**config.mk**
```make
export PLATFORM = sky130hd
export DESIGN_NAME = add_sub_pipe
export DESIGN_NICKNAME = d
export VERILOG_FILES = /design/src/rtl/add_sub_pipe.sv
export SDC_FILE = /design/constraint.sdc
export NUM_CORES = 1
export LEC_CHECK = 0
export ABC_CLOCK_PERIOD_IN_PS = 3800
export CORE_MARGIN = 2
export CORE_UTILIZATION = 50
export CTS_CLUSTER_SIZE = 14
export DETAILED_ROUTE_END_ITERATION = 6
export PLACE_DENSITY_LB_ADDON = 0.3
export SYNTH_ARGS = -nofsm -noshare
export SYNTH_HDL_FRONTEND = slang
export SYNTH_SLANG_ARGS = --single-unit
```
**constraint.sdc**
```tcl
create_clock -name clk -period 3.8 [get_ports clk]
set_input_delay 0.76 -clock clk [delete_from_list [all_inputs] [get_ports clk]]
set_output_delay 0.76 -clock clk [all_outputs]
set_load 0.02 [all_outputs]
```
**src/rtl/add_sub_pipe.sv**
```systemverilog
// add_sub_pipe: two-stage pipelined add/subtract unit with a circular result buffer.
//
// Operations (op): 00 ADD a+b, 01 ADC a+b+c_in, 10 SUB a+~b+1, 11 SBB a+~b+c_in.
// c_out is bit DATA_SIZE of the extended sum (1 = no borrow for SUB/SBB); ovf is signed overflow.
//
// Stage S1 captures the operation on accept. S2 holds the computed sum/flags/id. Each valid
// S2 entry is written into the result buffer on the following edge. Ops are admitted only while
// buffered + in-flight work is below RES_DEPTH, so the buffer never overflows and the pipeline
// never stalls.
//
// Optional feature: define ADD_SUB_SATURATE_EN to clamp the sum to signed max/min on overflow
// (flags unchanged). Without it the sum wraps and no clamp logic is built.
//
// Ports:
//   clk, rst_n                   clock (rising edge), asynchronous active-low reset
//   a_valid_data / a_ready_data  operand handshake from IN_ALU
//   add_1, add_2, id_add, c_in   operands, transaction ID, carry/borrow-in
//   op                           operation select
//   a_valid_res / ready_f_res    result handshake towards OUT_ALU
//   result_add                   buffer head {id, ovf, c_out, sum}
//   res_count                    number of buffered results
module add_sub_pipe #(
  parameter int unsigned DATA_SIZE = 16,
  parameter int unsigned ID_SIZE   = 4,
  parameter int unsigned RES_DEPTH = 4
) (
  input  logic                              clk,
  input  logic                              rst_n,
  input  logic                              a_valid_data,
  output logic                              a_ready_data,
  input  logic [DATA_SIZE-1:0]              add_1,
  input  logic [DATA_SIZE-1:0]              add_2,
  input  logic [ID_SIZE-1:0]                id_add,
  input  logic                              c_in,
  input  logic [1:0]                        op,
  output logic                              a_valid_res,
  input  logic                              ready_f_res,
  output logic [DATA_SIZE+2+ID_SIZE-1:0]    result_add,
  output logic [$clog2(RES_DEPTH):0]        res_count
);

  localparam int unsigned ResW = DATA_SIZE + 2 + ID_SIZE;
  localparam int unsigned PtrW = $clog2(RES_DEPTH);
  localparam int unsigned CntW = PtrW + 1;
  localparam logic [CntW:0] DepthW = (CntW + 1)'(RES_DEPTH);
  localparam logic [PtrW-1:0] LastPtr = PtrW'(RES_DEPTH - 1);

  localparam logic [1:0] OpAdd = 2'b00;
  localparam logic [1:0] OpSub = 2'b10;

  // ---------------------------------------------------------------- S1
  logic                 accept;
  logic                 s1_valid_q;
  logic [1:0]           s1_op_q;
  logic [DATA_SIZE-1:0] s1_a_q, s1_b_q;
  logic [ID_SIZE-1:0]   s1_id_q;
  logic                 s1_cin_q;

  assign accept = a_valid_data & a_ready_data;

  always_ff @(posedge clk or negedge rst_n) begin
    if (!rst_n) begin
      s1_valid_q <= 1'b0;
      s1_op_q    <= '0;
      s1_a_q     <= '0;
      s1_b_q     <= '0;
      s1_id_q    <= '0;
      s1_cin_q   <= 1'b0;
    end else begin
      s1_valid_q <= accept;
      if (accept) begin
        s1_op_q  <= op;
        s1_a_q   <= add_1;
        s1_b_q   <= add_2;
        s1_id_q  <= id_add;
        s1_cin_q <= c_in;
      end
    end
  end

  // Arithmetic on S1 contents
  logic [DATA_SIZE-1:0] b_eff;
  logic                 cin_eff;
  logic [DATA_SIZE:0]   sum_ext;
  logic                 ovf;
  logic [DATA_SIZE-1:0] sum_d;

  always_comb begin
    b_eff   = s1_op_q[1] ? ~s1_b_q : s1_b_q;
    cin_eff = s1_cin_q;
    case (s1_op_q)
      OpAdd:   cin_eff = 1'b0;
      OpSub:   cin_eff = 1'b1;
      default: cin_eff = s1_cin_q;
    endcase
    sum_ext = {1'b0, s1_a_q} + {1'b0, b_eff} + {{DATA_SIZE{1'b0}}, cin_eff};
    ovf     = (s1_a_q[DATA_SIZE-1] == b_eff[DATA_SIZE-1]) &
              (sum_ext[DATA_SIZE-1] != s1_a_q[DATA_SIZE-1]);
    sum_d   = sum_ext[DATA_SIZE-1:0];
`ifdef ADD_SUB_SATURATE_EN
    // Overflow direction follows operand A's sign: positive operands saturate high.
    if (ovf) begin
      sum_d = s1_a_q[DATA_SIZE-1] ? {1'b1, {(DATA_SIZE-1){1'b0}}}
                                  : {1'b0, {(DATA_SIZE-1){1'b1}}};
    end
`endif
  end

  // ---------------------------------------------------------------- S2
  logic                 s2_valid_q;
  logic [DATA_SIZE-1:0] s2_sum_q;
  logic                 s2_c_q, s2_ovf_q;
  logic [ID_SIZE-1:0]   s2_id_q;

  always_ff @(posedge clk or negedge rst_n) begin
    if (!rst_n) begin
      s2_valid_q <= 1'b0;
      s2_sum_q   <= '0;
      s2_c_q     <= 1'b0;
      s2_ovf_q   <= 1'b0;
      s2_id_q    <= '0;
    end else begin
      s2_valid_q <= s1_valid_q;
      if (s1_valid_q) begin
        s2_sum_q <= sum_d;
        s2_c_q   <= sum_ext[DATA_SIZE];
        s2_ovf_q <= ovf;
        s2_id_q  <= s1_id_q;
      end
    end
  end

  // ---------------------------------------------------------------- result buffer
  logic [ResW-1:0] mem_q [RES_DEPTH];
  logic [PtrW-1:0] wr_ptr_q, rd_ptr_q;
  logic [CntW-1:0] count_q, count_d;
  logic            push, pop;

  assign push = s2_valid_q;
  assign pop  = a_valid_res & ready_f_res;

  always_comb begin
    count_d = count_q;
    case ({push, pop})
      2'b10:   count_d = count_q + 1'b1;
      2'b01:   count_d = count_q - 1'b1;
      default: count_d = count_q;
    endcase
  end

  always_ff @(posedge clk or negedge rst_n) begin
    if (!rst_n) begin
      for (int i = 0; i < int'(RES_DEPTH); i++) begin
        mem_q[i] <= '0;
      end
      wr_ptr_q <= '0;
      rd_ptr_q <= '0;
      count_q  <= '0;
    end else begin
      if (push) begin
        mem_q[wr_ptr_q] <= {s2_id_q, s2_ovf_q, s2_c_q, s2_sum_q};
        wr_ptr_q        <= (wr_ptr_q == LastPtr) ? '0 : wr_ptr_q + 1'b1;
      end
      if (pop) begin
        rd_ptr_q <= (rd_ptr_q == LastPtr) ? '0 : rd_ptr_q + 1'b1;
      end
      count_q <= count_d;
    end
  end

  // Credit ignores a same-cycle pop on purpose; it keeps the ready path off ready_f_res.
  logic [CntW:0] outstanding;
  assign outstanding = {1'b0, count_q} + {{CntW{1'b0}}, s1_valid_q}
                     + {{CntW{1'b0}}, s2_valid_q};

  assign a_ready_data = rst_n & (outstanding < DepthW);
  assign a_valid_res  = (count_q != '0);
  assign result_add   = mem_q[rd_ptr_q];
  assign res_count    = count_q;

endmodule

```
* Word level (Yosys, flattened, before mapping)
Cells that the tools add are included.
Widths: inputs -> output; s select.
** Word-level totals
- Flip-flop bits (word level) :: 158
** Cells by class
- Add/subtract/negate cells :: 8
- $lt $le $gt $ge :: 4
- Eq/ne operators :: 7
- Muxes and demuxes :: 11
- Bitwise gates (word level) :: 7
- Reduce and logical (&&, ||, !) cells :: 4
** Operator list (number)
- $bwmux 88 :: 1
- $mux 22 :: 3
- $bmux 22 s2 :: 1
- $demux 22 s2 :: 1
- $add 16x16->17 :: 1
- $add 17x1->17 :: 1
- $mux 16 :: 1
- $not 16->16 :: 1
- $eq 2x2->1 const B :: 4
- $ge 3x3->1 const B :: 2
- $not 2->3 :: 2
- $pmux 3 s2 :: 1
- $add 2x1->2 const B :: 2
- $add 3x1->4 :: 1
- $add 4x1->4 :: 1
- $and 1x1->1 :: 4
- $lt 4x3->1 const B :: 1
- $mux 2 :: 2
- $add 3x1->3 const B :: 1
- $lt 3x1->1 const B :: 1
- $reduce_bool 3->1 :: 1
- $sub 3x1->3 const B :: 1
- $eq 2x1->1 const B :: 1
- $logic_not 2->1 :: 1
- 5 further kinds :: 5

* Longest topological paths before layout
- Word-level depth :: 6
- Mapped depth :: 10
- Depth with buffers taken out :: 10

* Worst setup path after synthesis
OpenSTA, ideal clock, no wires.
- Path kind :: reg2reg
- Start point :: register s1_op_q[1]
- End point :: register s2_sum_q[8]
- Library setup time :: 0.125 ns
- Data arrival time :: 3.032 ns
- Required time :: 3.675 ns
- Slack :: 0.644 ns
- Stages on the path, launching flop included :: 11
- Path buffers :: 2
- Clock period less this slack :: 3.156 ns
- Cell sequence :: dfrtp_1 > clkbuf_1 > buf_2 > xor2_1 > fa_1 > fa_1 > a211oi_1 > o21ai_0 > a21o_1 > xor2_1 > mux2_2
** Between the ends
- Longest elaborated chain between the ends :: 3
- Elaborated cells on any way between the ends :: 6
- Those cells by class :: 2 x add/sub; 1 x eq/ne; 2 x mux; 1 x reduce/logical
** Ends and longest elaborated chain
- start: declaration :: RTL line 54 : logic [1:0] s1_op_q;
- start signal: assignment :: RTL line 72 : s1_op_q <= op;
- $mux 16 (tied with other cells) :: RTL line 89 : b_eff = s1_op_q[1] ? ~s1_b_q : s1_b_q;
- $add 16x16->17 or $pmux 1 s2 (tied branches) :: RTL line 96, 91
- $add 17x1->17 * :: RTL line 96 : sum_ext = {1'b0, s1_a_q} + {1'b0, b_eff} + {{DATA_SIZE{1'b0}}, cin_eff};
- end signal: assignment :: RTL line 125 : s2_sum_q <= sum_d;
- end: declaration :: RTL line 111 : logic [DATA_SIZE-1:0] s2_sum_q;
Every way passes the cells marked *; elsewhere a longest branch is shown, timed or not.
A chain may end at the register's enable or synchronous reset.

* Worst setup path after layout
Same ends and word-level chain as after synthesis.

==> reports/qor.txt <==
status: complete, no violations
initial core utilization: 51.45%
Die X: 126.5 um
Seq pwr share: 32.4%
root buf cell: clkbuf_16
clk_skew: 0.008132 ns
cell area after synthesis: 0.007506 mm^2
PD cells: 1054 mW/mm^2
crit path DAT: 3.39 ns
Critical Path Start: s1_op_q[1]
clock-pin slew on the worst setup and hold paths: 0.06 ns
Worst EP required: 4.10 ns
critical path type: reg2reg
gr ovfl total: 0
Gate power share: 50.5%
Skew-Pair Late Insertion Delay: 0.42 ns
CTS resizes: 0
Hold Buf Count CTS: 0
worst slew pin tran: 0.9900 ns
Tmin final: 3.093 ns
power after layout: 9.459 mW
Lkg Pwr: 4.012 nW
setup violators final: 0
htree depth: 4
TNS Setup: 0 ns
crit-path cells: mux2_2 -> fa_1 -> fa_1 -> a211oi_1 -> o21ai_0 -> a21o_1 -> xor2_1 -> mux2_2
first-pass GRT wire length: 24630 um
Mapped Cells: 532
CP Launch Type: flop
crit path capture type: flop
vias post-DR: 4617
gr usage total: 19.56%
fillcell total: 1088
Slew headroom: 34.00%
Max clock buf depth: 2
DP Cell Count: 771
layout cells sized above 1: 33.44%
DRT Pass-1 Iters: 4
cell taking the most area after synthesis: dfrtp_1
Synth Area per Inst: 14.11 um^2
Final Hold Viols: 0
synth unique cells: 50
Crit path largest cell delay: 0.46 ns
crit path max fanout: 6
async set-reset flop share out of synthesis: 100.0%
sw frac: 37.32%
Wirelength per Cell: 18.44 um
Placer Congestion: 0.8531
Num CTS Buffers: 17
postcts setup bufs: 0
fin. max-slew vios: 0
Post-synth EDFFs: 0
most common cell in the netlist: dfrtp_1
Synth Register Bits: 158
num ports: 70
Tcrit/Tclk final: 81.41%
CORE AREA: 0.01459 mm^2
ys flop type: dfrtp_1
Nets: 674
sw power: 3.530 mW
Clock Sink Count: 158
Remaining DRCs: 0
VDD IR max: 0.4911 mV
HP Class: in2async
RR Startpoint: s1_op_q[1]
final antenna-violating net count: 0
top cell type's share of synthesized area: 52.68%
Routed Wire Length: 14750 um
Rows: 44
antenna violations before repair: 0
Detail Placement HPWL: 9995 um
DR vias/cell: 5.771
Hold WS: 0.2592 ns
syn_nets: 600
Non-Filler Instances: 800
final instance area: 0.008977 mm^2
Port Buffers: 69
Area growth syn-to-layout: 19.60%
P_int: 5.929 mW
die area: 0.01601 mm^2
Warnings, synthesis: 0
CP max stage cell: dfrtp_1
main area contributors after synthesis: dfrtp_1, mux2_2, mux4_2
RSZ-0062 raised after global routing: no
Max Cap Viol: 0
number of global-route vias before repair: 4883
Chip Height: 126.5 um
f_max: 0.3233 GHz
antenna cells: 0
clock power share: 17.1%
initial DRC count: 205
Post-synth top cells: dfrtp_1, mux2_2, ha_1, mux4_2, xor2_1
register area share after synthesis: 52.68%
Area after DPL: 0.008414 mm^2
CTS tree: built
largest net degree at the start of global routing: 66
## layer usage
| layer | GRT usage [%] | vias to the layer above | part of all wire (%) |
|---|---|---|---|
| li1 | - | 2117 | - |
| met2 | 33.19 | 83 | 51 |
| met4 | 5.365 | 0 | 0.70 |
| met1 | 25.32 | 2407 | 45 |
| met5 | 0 | - | 0 |
| met3 | 4.682 | 10 | 3.5 |
## worst max-delay path, delay by kind of cell (launching register included)
kind / cells / cell delay, ns
DFF: 1 / 0.46
AOI/OAI and AO/OA: 3 / 0.88
xor gates and xnor gates: 1 / 0.15
adders and majority gates: 2 / 0.90
muxes: 2 / 0.58
## layout make-up
type / count / area, um^2 / area share [%]
flip-flops and latches: 158 / 3954 / 44.04
multi-input cells: 337 / 3398 / 37.85
repair buffers: 80 / 787.0 / 8.767
clock buffers: 22 / 474.2 / 5.282
well taps: 184 / 230.2 / 2.564
clock inverters: 7 / 88.84 / 0.9895
inverters: 12 / 45.04 / 0.5017
## cells in the final DEF, fill, tap and decap left out, types with 3 or more instances in the layout
cell type	instances
mux2_2	139
a211oi_1	4
a31oi_1	5
a21oi_1	8
nor3_1	3
nand3_1	5
o211ai_1	3
ha_1	22
buf_4	10
nor2_1	13
fa_1	3
o21ai_0	14
nand2_1	18
mux4_2	22
inv_1	12
xnor2_1	6
a21o_1	9
dfrtp_1	158
clkbuf_8	3
a211o_1	5
xor2_1	20
or3_1	4
clkdlybuf4s50_1	68
clkbuf_16	17
clkinv_2	4
## logic make-up after synthesis
kind of cell,share of synthesized area (%)
fa+ha+maj,4.467
flops,52.68
mux,27.45
compound gates,6.335
xor+xnor,3.034
buf+inv,2.084
simple gates,3.951
## final timing paths
path	to	slack (ns)	cells after the start
max in group asynchronous	s1_b_q[0]	1.72	3
min in group clk	mem_q[39]	0.50	1
setup / recovery	s2_sum_q[8]	0.71	8
setup reg to reg	s2_sum_q[8]	0.71	8
hold / removal	res_count[0]	0.26	1
hold reg to reg	mem_q[39]	0.50	1
## power groups by stage
stage                     Clock (mW)  Combinational, mW  Sequential, mW
final                           1.62               4.77            3.07
after global routing            1.73               5.21            3.18
after CTS                       1.67               4.79            3.07
after detailed placement           0               4.75            3.09
after global placement             0               4.64            3.01
after floorplan                    0               3.52            2.88
## stage by stage
step	utilization [%]	setup WS (ns)
floorplan	-	0.6437
global placement	57.68	0.8353
detailed placement	57.68	0.7485
CTS	61.54	0.7353
global route	61.54	0.6055
finish	61.54	0.7065
## state kept, by name (all words and copies together) (netlist names)
name and flops:
mem_q 88, s1_a_q 16, s1_b_q 16, s2_sum_q 16
s1_id_q 4, s2_id_q 4, res_count 3, rd_ptr_q 2
s1_op_q 2, wr_ptr_q 2, push 1, s1_cin_q 1
s1_valid_q 1, s2_c_q 1, s2_ovf_q 1
No activity file was read; power rests on OpenSTA's default activity.
